$ cat config.mk
export PLATFORM = sky130hd
export DESIGN_NAME = fir_sample_sequencer
export DESIGN_NICKNAME = d
export VERILOG_FILES = /design/src/rtl/fir_seq_pkg.sv /design/src/rtl/fir_out_fifo.sv /design/src/rtl/fir_sample_sequencer.sv
export SDC_FILE = /design/constraint.sdc
export NUM_CORES = 1
export LEC_CHECK = 0
export BUFFER_PORTS_ARGS = -buffer_cell sky130_fd_sc_hd__buf_2
export CORE_MARGIN = 2
export CORE_UTILIZATION = 30
export CTS_CLUSTER_DIAMETER = 80
export CTS_CLUSTER_SIZE = 10
export DETAILED_ROUTE_END_ITERATION = 12
export SLEW_MARGIN = 25
export SYNTH_ARGS = -nofsm -noshare
export SYNTH_HDL_FRONTEND = slang
export SYNTH_SLANG_ARGS = --single-unit
export TNS_END_PERCENT = 100
$ cat constraint.sdc
create_clock -name clk -period 5.15 [get_ports clk]
set_input_delay 0.2575 -clock clk [delete_from_list [all_inputs] [get_ports clk]]
set_output_delay 0.2575 -clock clk [all_outputs]
set_load 0.02 [all_outputs]
$ cat src/rtl/fir_seq_pkg.sv
// Shared definitions for the FIR sample sequencer slice.
// Holds default geometry, the sequencer state encodings and a
// popcount helper used to size in-flight filter traffic.
package fir_seq_pkg;

    localparam int N_DEF     = 16;
    localparam int DEPTH_DEF = 32;
    localparam int TAPS_DEF  = 4;

    // Sequencer states; encodings kept as plain constants for legacy tools.
    localparam logic [2:0] ST_IDLE  = 3'd0;
    localparam logic [2:0] ST_CLEAR = 3'd1;
    localparam logic [2:0] ST_RUN   = 3'd2;
    localparam logic [2:0] ST_FLUSH = 3'd3;
    localparam logic [2:0] ST_DRAIN = 3'd4;
    localparam logic [2:0] ST_DONE  = 3'd5;

    // Number of set bits in a (zero-extended) tag vector.
    function automatic logic [7:0] popcount16(input logic [15:0] v);
        logic [7:0] cnt;
        cnt = 8'd0;
        for (int i = 0; i < 16; i++) begin
            cnt = cnt + {7'd0, v[i]};
        end
        return cnt;
    endfunction

endpackage

$ cat src/rtl/fir_out_fifo.sv
// Synchronous FIFO holding filtered samples until the consumer takes them.
// Ports: clk/reset (sync, active-high); push/push_data write side;
// pop/pop_data read side (pop_data is the current head); count, empty, full.
// A push while full is only honoured if a pop happens in the same cycle.
module fir_out_fifo #(
    parameter int N          = 16,
    parameter int FIFO_DEPTH = 4
) (
    input  logic                          clk,
    input  logic                          reset,
    input  logic                          push,
    input  logic [N-1:0]                  push_data,
    input  logic                          pop,
    output logic [N-1:0]                  pop_data,
    output logic [$clog2(FIFO_DEPTH):0]   count,
    output logic                          empty,
    output logic                          full
);

    localparam int PW = $clog2(FIFO_DEPTH);

    logic [N-1:0]  mem_r [FIFO_DEPTH];
    logic [PW-1:0] wr_ptr_r;
    logic [PW-1:0] rd_ptr_r;
    logic [PW:0]   count_r;
    logic          do_push_s;
    logic          do_pop_s;

    assign empty    = (count_r == '0);
    assign full     = (count_r == (PW+1)'(FIFO_DEPTH));
    assign count    = count_r;
    assign pop_data = mem_r[rd_ptr_r];

    assign do_pop_s  = pop & ~empty;
    assign do_push_s = push & (~full | do_pop_s);

    // Pointer and occupancy bookkeeping; pointers wrap on power-of-2 depth.
    always_ff @(posedge clk) begin
        if (reset) begin
            wr_ptr_r <= '0;
            rd_ptr_r <= '0;
            count_r  <= '0;
        end else begin
            if (do_push_s) begin
                wr_ptr_r <= wr_ptr_r + PW'(1);
            end
            if (do_pop_s) begin
                rd_ptr_r <= rd_ptr_r + PW'(1);
            end
            case ({do_push_s, do_pop_s})
                2'b10:   count_r <= count_r + (PW+1)'(1);
                2'b01:   count_r <= count_r - (PW+1)'(1);
                default: count_r <= count_r;
            endcase
        end
    end

    // Storage array; contents need no reset since count gates visibility.
    always_ff @(posedge clk) begin
        if (do_push_s) begin
            mem_r[wr_ptr_r] <= push_data;
        end
    end

endmodule

$ cat src/rtl/fir_sample_sequencer.sv
// Streams a sample buffer through an external moving-average filter, owns the
// filter reset, flushes its tail with zeros and returns results on a
// valid/ready stream. The filter cannot stall, so issue is credit-limited:
// a sample is only sent when the output FIFO is guaranteed room for it.
// Ports: clk/reset; cfg_we/cfg_addr/cfg_wdata buffer writes (idle only);
// start/stop/loop_en/burst_len run control; filt_rst/filt_data_in/
// filt_data_out filter interface; out_valid/out_ready/out_data result stream;
// busy, done (pulse) and cfg_err (sticky dropped-write flag) status.
module fir_sample_sequencer
    import fir_seq_pkg::*;
#(
    parameter int N          = N_DEF,
    parameter int DEPTH      = DEPTH_DEF,
    parameter int AW         = $clog2(DEPTH),
    parameter int FILT_LAT   = 1,
    parameter int TAPS       = TAPS_DEF,
    parameter int CLR_CYC    = 2,
    parameter int FIFO_DEPTH = 4
) (
    input  logic          clk,
    input  logic          reset,
    input  logic          cfg_we,
    input  logic [AW-1:0] cfg_addr,
    input  logic [N-1:0]  cfg_wdata,
    input  logic          start,
    input  logic          stop,
    input  logic          loop_en,
    input  logic [AW:0]   burst_len,
    output logic          filt_rst,
    output logic [N-1:0]  filt_data_in,
    input  logic [N-1:0]  filt_data_out,
    output logic          out_valid,
    input  logic          out_ready,
    output logic [N-1:0]  out_data,
    output logic          busy,
    output logic          done,
    output logic          cfg_err
);

    localparam logic [AW:0] DEPTH_L = (AW+1)'(DEPTH);
    localparam int          CW      = $clog2(FIFO_DEPTH) + 1;

    logic [N-1:0]        sample_mem [DEPTH];

    logic [2:0]          state_r;
    logic [2:0]          state_nxt_s;
    logic [AW-1:0]       addr_r;
    logic [AW-1:0]       len_last_r;
    logic                loop_r;
    logic [7:0]          clr_cnt_r;
    logic [7:0]          flush_cnt_r;
    logic [N-1:0]        filt_data_in_r;
    logic                tag_in_r;
    logic [FILT_LAT-1:0] tag_sr_r;
    logic                busy_r;
    logic                done_r;
    logic                cfg_err_r;

    logic                start_ok_s;
    logic [AW:0]         eff_len_s;
    logic [7:0]          inflight_s;
    logic                credit_ok_s;
    logic                issue_s;
    logic [N-1:0]        issue_data_s;
    logic                fifo_push_s;
    logic                fifo_pop_s;
    logic [CW-1:0]       fifo_count_s;
    logic                fifo_empty_s;
    logic                fifo_full_s;

    assign filt_rst     = reset | (state_r == ST_CLEAR);
    assign filt_data_in = filt_data_in_r;
    assign busy         = busy_r;
    assign done         = done_r;
    assign cfg_err      = cfg_err_r;
    assign out_valid    = ~fifo_empty_s;

    assign start_ok_s = start & ~stop & (state_r == ST_IDLE);
    assign eff_len_s  = ((burst_len == '0) || (burst_len > DEPTH_L)) ? DEPTH_L : burst_len;

    // In-flight count includes the sample sitting on filt_data_in plus the
    // ones inside the filter pipeline; all of them will land in the FIFO.
    assign inflight_s  = popcount16(16'(tag_sr_r)) + {7'd0, tag_in_r};
    assign credit_ok_s = ~fifo_full_s &&
                         ((8'(fifo_count_s) + inflight_s + 8'd1) <= 8'(FIFO_DEPTH));

    // Filter output is valid for a tagged sample when its tag leaves the pipe.
    assign fifo_push_s = tag_sr_r[FILT_LAT-1];
    assign fifo_pop_s  = out_ready & ~fifo_empty_s;

    // Next-state and issue decision.
    always_comb begin
        state_nxt_s  = state_r;
        issue_s      = 1'b0;
        issue_data_s = '0;
        case (state_r)
            ST_IDLE: begin
                if (start_ok_s) begin
                    state_nxt_s = ST_CLEAR;
                end else begin
                    state_nxt_s = ST_IDLE;
                end
            end
            ST_CLEAR: begin
                if (clr_cnt_r == 8'(CLR_CYC - 1)) begin
                    state_nxt_s = ST_RUN;
                end else begin
                    state_nxt_s = ST_CLEAR;
                end
            end
            ST_RUN: begin
                issue_s      = credit_ok_s;
                issue_data_s = sample_mem[addr_r];
                // stop lets this cycle's issue complete, then flushes
                if (stop) begin
                    state_nxt_s = ST_FLUSH;
                end else if (credit_ok_s && (addr_r == len_last_r) && !loop_r) begin
                    state_nxt_s = ST_FLUSH;
                end else begin
                    state_nxt_s = ST_RUN;
                end
            end
            ST_FLUSH: begin
                issue_s      = credit_ok_s;
                issue_data_s = '0;
                if (credit_ok_s && (flush_cnt_r == 8'(TAPS - 1))) begin
                    state_nxt_s = ST_DRAIN;
                end else begin
                    state_nxt_s = ST_FLUSH;
                end
            end
            ST_DRAIN: begin
                if (inflight_s == 8'd0) begin
                    state_nxt_s = ST_DONE;
                end else begin
                    state_nxt_s = ST_DRAIN;
                end
            end
            ST_DONE: begin
                state_nxt_s = ST_IDLE;
            end
            default: begin
                state_nxt_s = ST_IDLE;
            end
        endcase
    end

    // Sequencer state, counters, filter drive and status registers.
    always_ff @(posedge clk) begin
        if (reset) begin
            state_r        <= ST_IDLE;
            addr_r         <= '0;
            len_last_r     <= '0;
            loop_r         <= 1'b0;
            clr_cnt_r      <= 8'd0;
            flush_cnt_r    <= 8'd0;
            filt_data_in_r <= '0;
            tag_in_r       <= 1'b0;
            tag_sr_r       <= '0;
            busy_r         <= 1'b0;
            done_r         <= 1'b0;
            cfg_err_r      <= 1'b0;
        end else begin
            state_r  <= state_nxt_s;
            busy_r   <= (state_nxt_s != ST_IDLE);
            done_r   <= (state_nxt_s == ST_DONE);
            tag_in_r <= issue_s;
            tag_sr_r <= (tag_sr_r << 1) | FILT_LAT'(tag_in_r);

            // On a stall the filter input simply repeats the last value.
            if (issue_s) begin
                filt_data_in_r <= issue_data_s;
            end else if (start_ok_s || (state_r == ST_CLEAR)) begin
                filt_data_in_r <= '0;
            end else begin
                filt_data_in_r <= filt_data_in_r;
            end

            if (start_ok_s) begin
                addr_r     <= '0;
                len_last_r <= AW'(eff_len_s - (AW+1)'(1));
                loop_r     <= loop_en;
            end else if ((state_r == ST_RUN) && issue_s) begin
                if (addr_r == len_last_r) begin
                    addr_r <= '0;
                end else begin
                    addr_r <= addr_r + AW'(1);
                end
            end else begin
                addr_r <= addr_r;
            end

            if (start_ok_s) begin
                clr_cnt_r <= 8'd0;
            end else if (state_r == ST_CLEAR) begin
                clr_cnt_r <= clr_cnt_r + 8'd1;
            end else begin
                clr_cnt_r <= clr_cnt_r;
            end

            if (state_r == ST_RUN) begin
                flush_cnt_r <= 8'd0;
            end else if ((state_r == ST_FLUSH) && issue_s) begin
                flush_cnt_r <= flush_cnt_r + 8'd1;
            end else begin
                flush_cnt_r <= flush_cnt_r;
            end

            if (start_ok_s) begin
                cfg_err_r <= 1'b0;
            end else if (cfg_we && busy_r) begin
                cfg_err_r <= 1'b1;
            end else begin
                cfg_err_r <= cfg_err_r;
            end
        end
    end

    // Sample buffer write port; contents survive reset by design.
    always_ff @(posedge clk) begin
        if (cfg_we && !busy_r) begin
            sample_mem[cfg_addr] <= cfg_wdata;
        end
    end

    fir_out_fifo #(
        .N          (N),
        .FIFO_DEPTH (FIFO_DEPTH)
    ) u_out_fifo (
        .clk       (clk),
        .reset     (reset),
        .push      (fifo_push_s),
        .push_data (filt_data_out),
        .pop       (fifo_pop_s),
        .pop_data  (out_data),
        .count     (fifo_count_s),
        .empty     (fifo_empty_s),
        .full      (fifo_full_s)
    );

endmodule

Word level (Yosys, flattened, before mapping). Memories as Yosys holds them, arrays and structs flattened. A register that Yosys moved wholly into a read port is not among the register bits. Index checks and enable logic that the tools add are counted.

Memory bits (writable): 576. Memories kept: 2. Output and inout bits: 37. Logic and storage cells: 95. Register bits: 58.

Order comparisons: 2. Equality and inequality tests: 11. Reduce and logical (&&, ||, !) cells: 22. $add $sub $neg: 11. Multiplexer cells: 22. Bitwise logic cells: 10.

Memory list: sample_mem (depth 32, width 16, rd ports 1, clocked after Yosys merged registers in 1, wr ports 1, RTL line fir_sample_sequencer.sv:43) `logic [N-1:0] sample_mem [DEPTH];`; u_out_fifo.mem_r (depth 4, width 16, rd ports 1, clocked after Yosys merged registers in 1, wr ports 1, RTL line fir_out_fifo.sv:22) `logic [N-1:0] mem_r [FIFO_DEPTH];`.

Operator list (count): 16-bit two-way mux (3); 5-bit two-way mux (4); 8-bit by 1-bit adder with 8-bit output, second input constant (2); 3-bit case mux with 5 select lines (1); 3-bit equality test, second input constant (3); 1-bit two-way mux (9); 8-bit by 1-bit equality test with 1-bit output, second input constant (1); 8-bit by 2-bit equality test with 1-bit output, second input constant (1); 1-bit logical AND (8); 8-bit zero test (1); 3-bit by 2-bit equality test with 1-bit output, second input constant (2); 6-bit > comparator, second input constant (1); 3-bit zero test (2); 6-bit zero test (1); 2-bit two-way mux (3); 3-bit case mux with 2 select lines (1); 2-bit OR reduction (3); 4-bit by 1-bit adder with 5-bit output, second input constant (1); 5-bit by 1-bit adder with 5-bit output, second input constant (1); 1-bit bitwise AND (5); 5-bit equality test (1); 5-bit by 3-bit less-or-equal comparator with 1-bit output, second input constant (1); 5-bit by 1-bit subtractor with 5-bit output, second input constant (1); 2-bit by 1-bit adder with 2-bit output, second input constant (2); 14 further kinds (20).

Longest topological paths before layout.
Depth after elaboration: 11. Mapped depth: 10. Mapped depth without buffers: 9.

Hierarchy. Synthesis repeated with hierarchy kept, for this count alone.

Cell total of the unflattened synthesis: 1234. Area, all modules: 24678.7 µm².

Modules (own cells, without submodules): fir_sample_sequencer (cells each 1091, area each 21833.4 µm², instances 1); fir_out_fifo (cells each 143, area each 2845.2 µm², instances 1).

Worst setup path after synthesis. Ideal clock, no wire load.

Path kind: reg2reg. From: register busy_r, in the netlist busy. To: memory sample_mem[14][0], enable pin. Clock period less this slack: 2272 ps. Arrival: 1883 ps. Library setup time: 388 ps. Data required time: 4762 ps. Setup slack: 2878 ps. Cell stages (with the launch flop): 5. Path through: dfxtp_1 -> nand2b_1 -> or3b_2 -> clkbuf_1 -> nor2_1.

Word-level cells in the longest chain between the ends: 4.

RTL lines: from (decl) (RTL line fir_sample_sequencer.sv:55) `logic busy_r;`; from (signal assigned) (RTL line fir_sample_sequencer.sv:165) `busy_r <= (state_nxt_s != ST_IDLE);`; 1-bit zero test (RTL line fir_sample_sequencer.sv:221) `if (cfg_we && !busy_r) begin`; 1-bit logical AND (RTL line fir_sample_sequencer.sv:221); 1-bit two-way mux (RTL line fir_sample_sequencer.sv:221); 1-bit two-way mux (implied by the code) (RTL line fir_sample_sequencer.sv:222) `sample_mem[cfg_addr] <= cfg_wdata;`; to (decl) (RTL line fir_sample_sequencer.sv:43).

No other way between the ends.

Worst setup path in the final report.
From: register tag_sr_r, in the netlist fifo_push_s. To: register filt_data_in_r[6], in the netlist filt_data_in[6].

Word-level cells in the longest chain between the ends: 7. Elaborated cells between the ends (all ways): 8. Those cells by class: add/sub (3); order compare (1); mux (2); reduce/logical (2).

RTL lines: from (decl) (RTL line fir_sample_sequencer.sv:54) `logic [FILT_LAT-1:0] tag_sr_r;`; from (signal assigned) (RTL line fir_sample_sequencer.sv:168) `tag_sr_r <= (tag_sr_r << 1) | FILT_LAT'(tag_in_r);`; 1-bit by 1-bit adder with 2-bit output (*) (RTL line fir_sample_sequencer.sv:83) `assign inflight_s = popcount16(16'(tag_sr_r)) + {7'd0, tag_in_r};`; 3-bit by 2-bit adder with 4-bit output (*) (RTL line fir_sample_sequencer.sv:85) `((8'(fifo_count_s) + inflight_s + 8'd1) <= 8'(FIFO_DEPTH));`; 4-bit by 1-bit adder with 5-bit output (*) (RTL line fir_sample_sequencer.sv:85); 5-bit by 3-bit less-or-equal comparator with 1-bit output (*) (RTL line fir_sample_sequencer.sv:85); 1-bit logical AND (*) (RTL line fir_sample_sequencer.sv:84) `assign credit_ok_s = ~fifo_full_s &&`; 1-bit two-way mux (*) (RTL line fir_sample_sequencer.sv:96) `case (state_r)`; 16-bit two-way mux / 2-bit nonzero test (equally long branches); to (signal assigned) (RTL line fir_sample_sequencer.sv:172) `filt_data_in_r <= issue_data_s;`; to (signal assigned) (RTL line fir_sample_sequencer.sv:176) `filt_data_in_r <= filt_data_in_r;`; to (decl) (RTL line fir_sample_sequencer.sv:52) `logic [N-1:0] filt_data_in_r;`.

Mark *: on every way between the ends. The rest lies on a longest branch, timed or not. A chain may end at the register's enable or synchronous reset.

==> flow_metrics.py <==
metrics = {
    "outcome": {
        "outcome": "finished clean",
    },
    "grt": {
        "met3_usage_pct": 4.64,
        "grt_util_met2_pct": 20.7,
        "busiest_layer": "met2",
        "antenna_found_initial": 14,
        "grt-ovfl-total": 0,
        "grt_start_max_net_pins": 53,
        "grt_pass1_wl_um": 85300,
        "met1_usage_pct": 18.6,
        "grt_usage_pct": 13.6,
        "first_global_vias": 12800,
    },
    "logic_synthesis": {
        "yosys_warnings": 0,
        "yosys_most_used_dff": "edfxtp_1",
        "synth_area_um2": 24600,
        "synth-seq-area-share_pct": 75.7,
        "synthCells": 1219,
        "yosysUniqueCellTypes": 52,
        "synth_async_sr_flop_share_pct": 0,
        "yosys.area.top_type": "edfxtp_1",
        "synth_top_area_share_pct": 70.4,
        "yosys-top-cells-area": "edfxtp_1 (70%), mux4_2 (13%), dfxtp_1 (5.3%)",
        "synth_seq_cells": 641,
        "synth-edff-count": 576,
        "synth.net_count": 1284,
        "avgSynthCellArea_um2": 20.2,
    },
    "detailed_routing": {
        "via_count": 12500,
        "ant_nets": 0,
        "routed_via_density": 4.99,
        "drc_errors": 0,
        "initialDrtViolationCount": 1125,
        "routed_wl_um": 57700,
        "wire_per_inst_um": 23.0,
        "firstDrtPassIters": 5,
    },
    "clock_tree": {
        "cts_tree": "built",
        "cts-root-buf": "clkbuf_16",
        "insertion_delay_ps": 640,
        "ctsResizeCount": 0,
        "cts_max_path_buffers": 3,
        "clock-sinks": 641,
        "cts_max_level": 3,
        "cts_made_buffers": 75,
        "path_clk_slew_ps": 60,
    },
    "floorplanning": {
        "rows": 104,
        "start_util_pct": 30.4,
        "die_w_um": 290,
        "fp.dieH_um": 290,
        "coreArea_um2": 80800,
        "ios": 87,
        "dieArea_um2": 84200,
    },
    "critical_path": {
        "cp.arrival_ps": 3560,
        "slowest_stage": "nand4b_1",
        "rrSetupSlack_ps": 2160,
        "r2r-end": "filt_data_in[6]",
        "critPathCaptureType": "register",
        "cp_max_fo": 9,
        "cp_data_required_time_ps": 5720,
        "crit_chain": "inv_1 > ha_1 > inv_1 > ha_1 > nand2_1 > o22ai_2 > nand4b_1 > buf_6 > o22ai_1 > a211o_1",
        "critPathKind": "register to register",
        "path_delay_family": "compound AO/OA/AOI/OAI gates",
        "r2r_start": "fifo_push_s",
        "path_buf_inv": 3,
        "slowest_delay_ps": 620,
        "ff2ff_path_depth": 10,
        "start_kind": "register",
    },
    "flow_run": {
        "max_cap_violations": 0,
    },
    "finish": {
        "area_growth_pct": 17.6,
        "nets": 1455,
        "layout-drive-gt1-share_pct": 26.4,
        "final_cells": 2503,
        "utilization_pct": 35.8,
        "nFillCells": 7405,
    },
    "placed_design": {
        "post-place-cells": 2352,
        "dp_hpwl_um": 35400,
        "gp_congestion": 0.802,
        "port_buffers": 86,
    },
    "min_path": {
        "hold_path.class": "primary input to register",
        "holdPathEnd": "cfg_err",
        "hp-start": "cfg_we",
        "hold_depth": 3,
    },
    "timing": {
        "fin_tns_setup_ps": 0,
        "fmax_mhz": 335,
        "maxSlewViolCount": 0,
        "finalSetupViolCount": 0,
        "finalCritPeriodShare_pct": 58.0,
        "tightest_slew_ps": 1050,
        "rsz0062_at_grt": "false",
        "timing.final.crit_period_ps": 2990,
        "relSlewSlack_pct": 30.1,
        "worst_clock_skew_ps": 32.5,
        "hold_viol": 0,
        "fin_hold_ws_ps": 56.2,
    },
    "pwr": {
        "p_leak_nw": 9.07,
        "fin_total_pwr_mw": 10.8,
        "ir_drop_mv": 0.274,
        "power.density_nw_per_um2": 375,
    },
}
[cells by family (layout without fill, tap and decap cells)]
group / count (synthesis) / count (layout) / synth area share [%]
and+or+nand+nor: 187 / 187 / 3.87
DFF: 641 / 641 / 75.7
buffers and inverters: 70 / 292 / 1.35
AOI/OAI and AO/OA: 105 / 105 / 2.90
other: 0 / 2 / 0
adders and majority gates: 15 / 15 / 0.794
xor gates and xnor gates: 21 / 21 / 0.748
muxes: 180 / 180 / 14.7
[worst min-delay path: stages]
cell     delay, ps
buf_2          170
a21oi_1        140
nor2_1          50
[cell usage after synthesis, types with 6 or more instances]
master and number:
edfxtp_1 576, mux4_2 144, nor2_1 74, dfxtp_1 65, o22ai_1 49, mux2i_1 36
clkbuf_1 25, nor3_1 22, buf_2 19, nand2_1 17, a211o_1 16, xor2_1 16
a21oi_1 14, ha_1 14, nand3_1 14, inv_1 13, buf_4 10, nand4_1 8
nand2b_1 7, or3_1 7, o21ai_0 6
[how the worst max path moves through the flow]
| stage | slack, ps | to | depth (start not counted) | start |
|---|---|---|---|---|
| 6_report | 2160 | filt_data_in[6] | 10 | fifo_push_s |
| 5_1_grt | 2000 | filt_data_in[6] | 9 | fifo_push_s |
| 4_1_cts | 2150 | filt_data_in[6] | 5 | register |
| 3_5_place_dp | 2140 | filt_data_in[6] | 5 | register |
| 3_3_place_gp | 1770 | filt_data_in[6] | 9 | tag_in_r |
| 2_1_floorplan | 2880 | sample_mem[14][0] | 4 | busy |
[where the power goes]
| part | leakage, nW | total [mW] | switching, mW | internal [mW] |
|---|---|---|---|---|
| Sequential | 5.71 | 5.72 | 0.0197 | 5.70 |
| Clock | 1.06 | 4.86 | 2.08 | 2.78 |
| Combinational | 2.29 | 0.251 | 0.175 | 0.0766 |
[cell type report]
| cell class | count | area [um^2] | share of cell area [%] |
|---|---|---|---|
| well taps | 1060 | 1330 | 4.59 |
| clock inverters | 9 | 185 | 0.641 |
| clock buffers | 119 | 2060 | 7.14 |
| inverters | 13 | 48.8 | 0.169 |
| flip-flops and latches | 641 | 18600 | 64.4 |
| diodes | 2 | 5.00 | 0.0173 |
| repair buffers | 151 | 1000 | 3.47 |
| multi-input cells | 508 | 5660 | 19.6 |
[stage by stage]
stage | setup WS, ps | cell area [um^2]
floorplan | 2880 | 24600
CTS | 2150 | 28900
finish | 2160 | 28900
global placement | 1770 | 26400
detailed placement | 2140 | 26400
global route | 2000 | 28900
[cell usage in the layout, fill, tap and decap left out, types with 3 or more instances in the layout]
master,n
dfxtp_1,62
nand4b_1,3
o22ai_1,49
clkbuf_1,42
nand4_1,8
a21oi_1,14
o31ai_1,3
inv_1,13
a211o_1,16
or3_1,7
dlygate4sd3_1,21
mux4_2,144
a211oi_1,5
mux2i_1,36
clkinv_16,5
edfxtp_1,576
inv_6,4
nor3_1,22
nand3_1,14
or3b_2,3
xnor2_1,5
buf_2,86
xor2_1,16
buf_4,40
and2_1,4
nand3b_1,4
o21ai_0,6
nand2b_1,6
clkbuf_16,75
nor2_1,72
nand2_1,17
nor2b_1,5
or2_2,5
a31oi_1,3
ha_1,14
[timing repair]
action	4_1_cts	5_1_grt
hold buffers	21	0
buffers inserted	0	0
hold endpoints to repair	68	0
[per-layer routing]
| layer | vias up | routed length [um] |
|---|---|---|
| met5 | - | 103 |
| met4 | 16 | 1400 |
| met3 | 117 | 5050 |
| met2 | 458 | 26100 |
| met1 | 6527 | 25000 |
| li1 | 5366 | - |
[flip-flops by register name, summed over array words and instances, names as in the netlist, 3 cells and up, named ones only]
signal,flops
sample_mem,512
u_out_fifo.mem_r,64
filt_data_in,16
clr_cnt_r,8
flush_cnt_r,8
addr_r,5
len_last_r,5
state_r,3
u_out_fifo.count,3
Note: power is estimated with default switching activity, not from simulation.
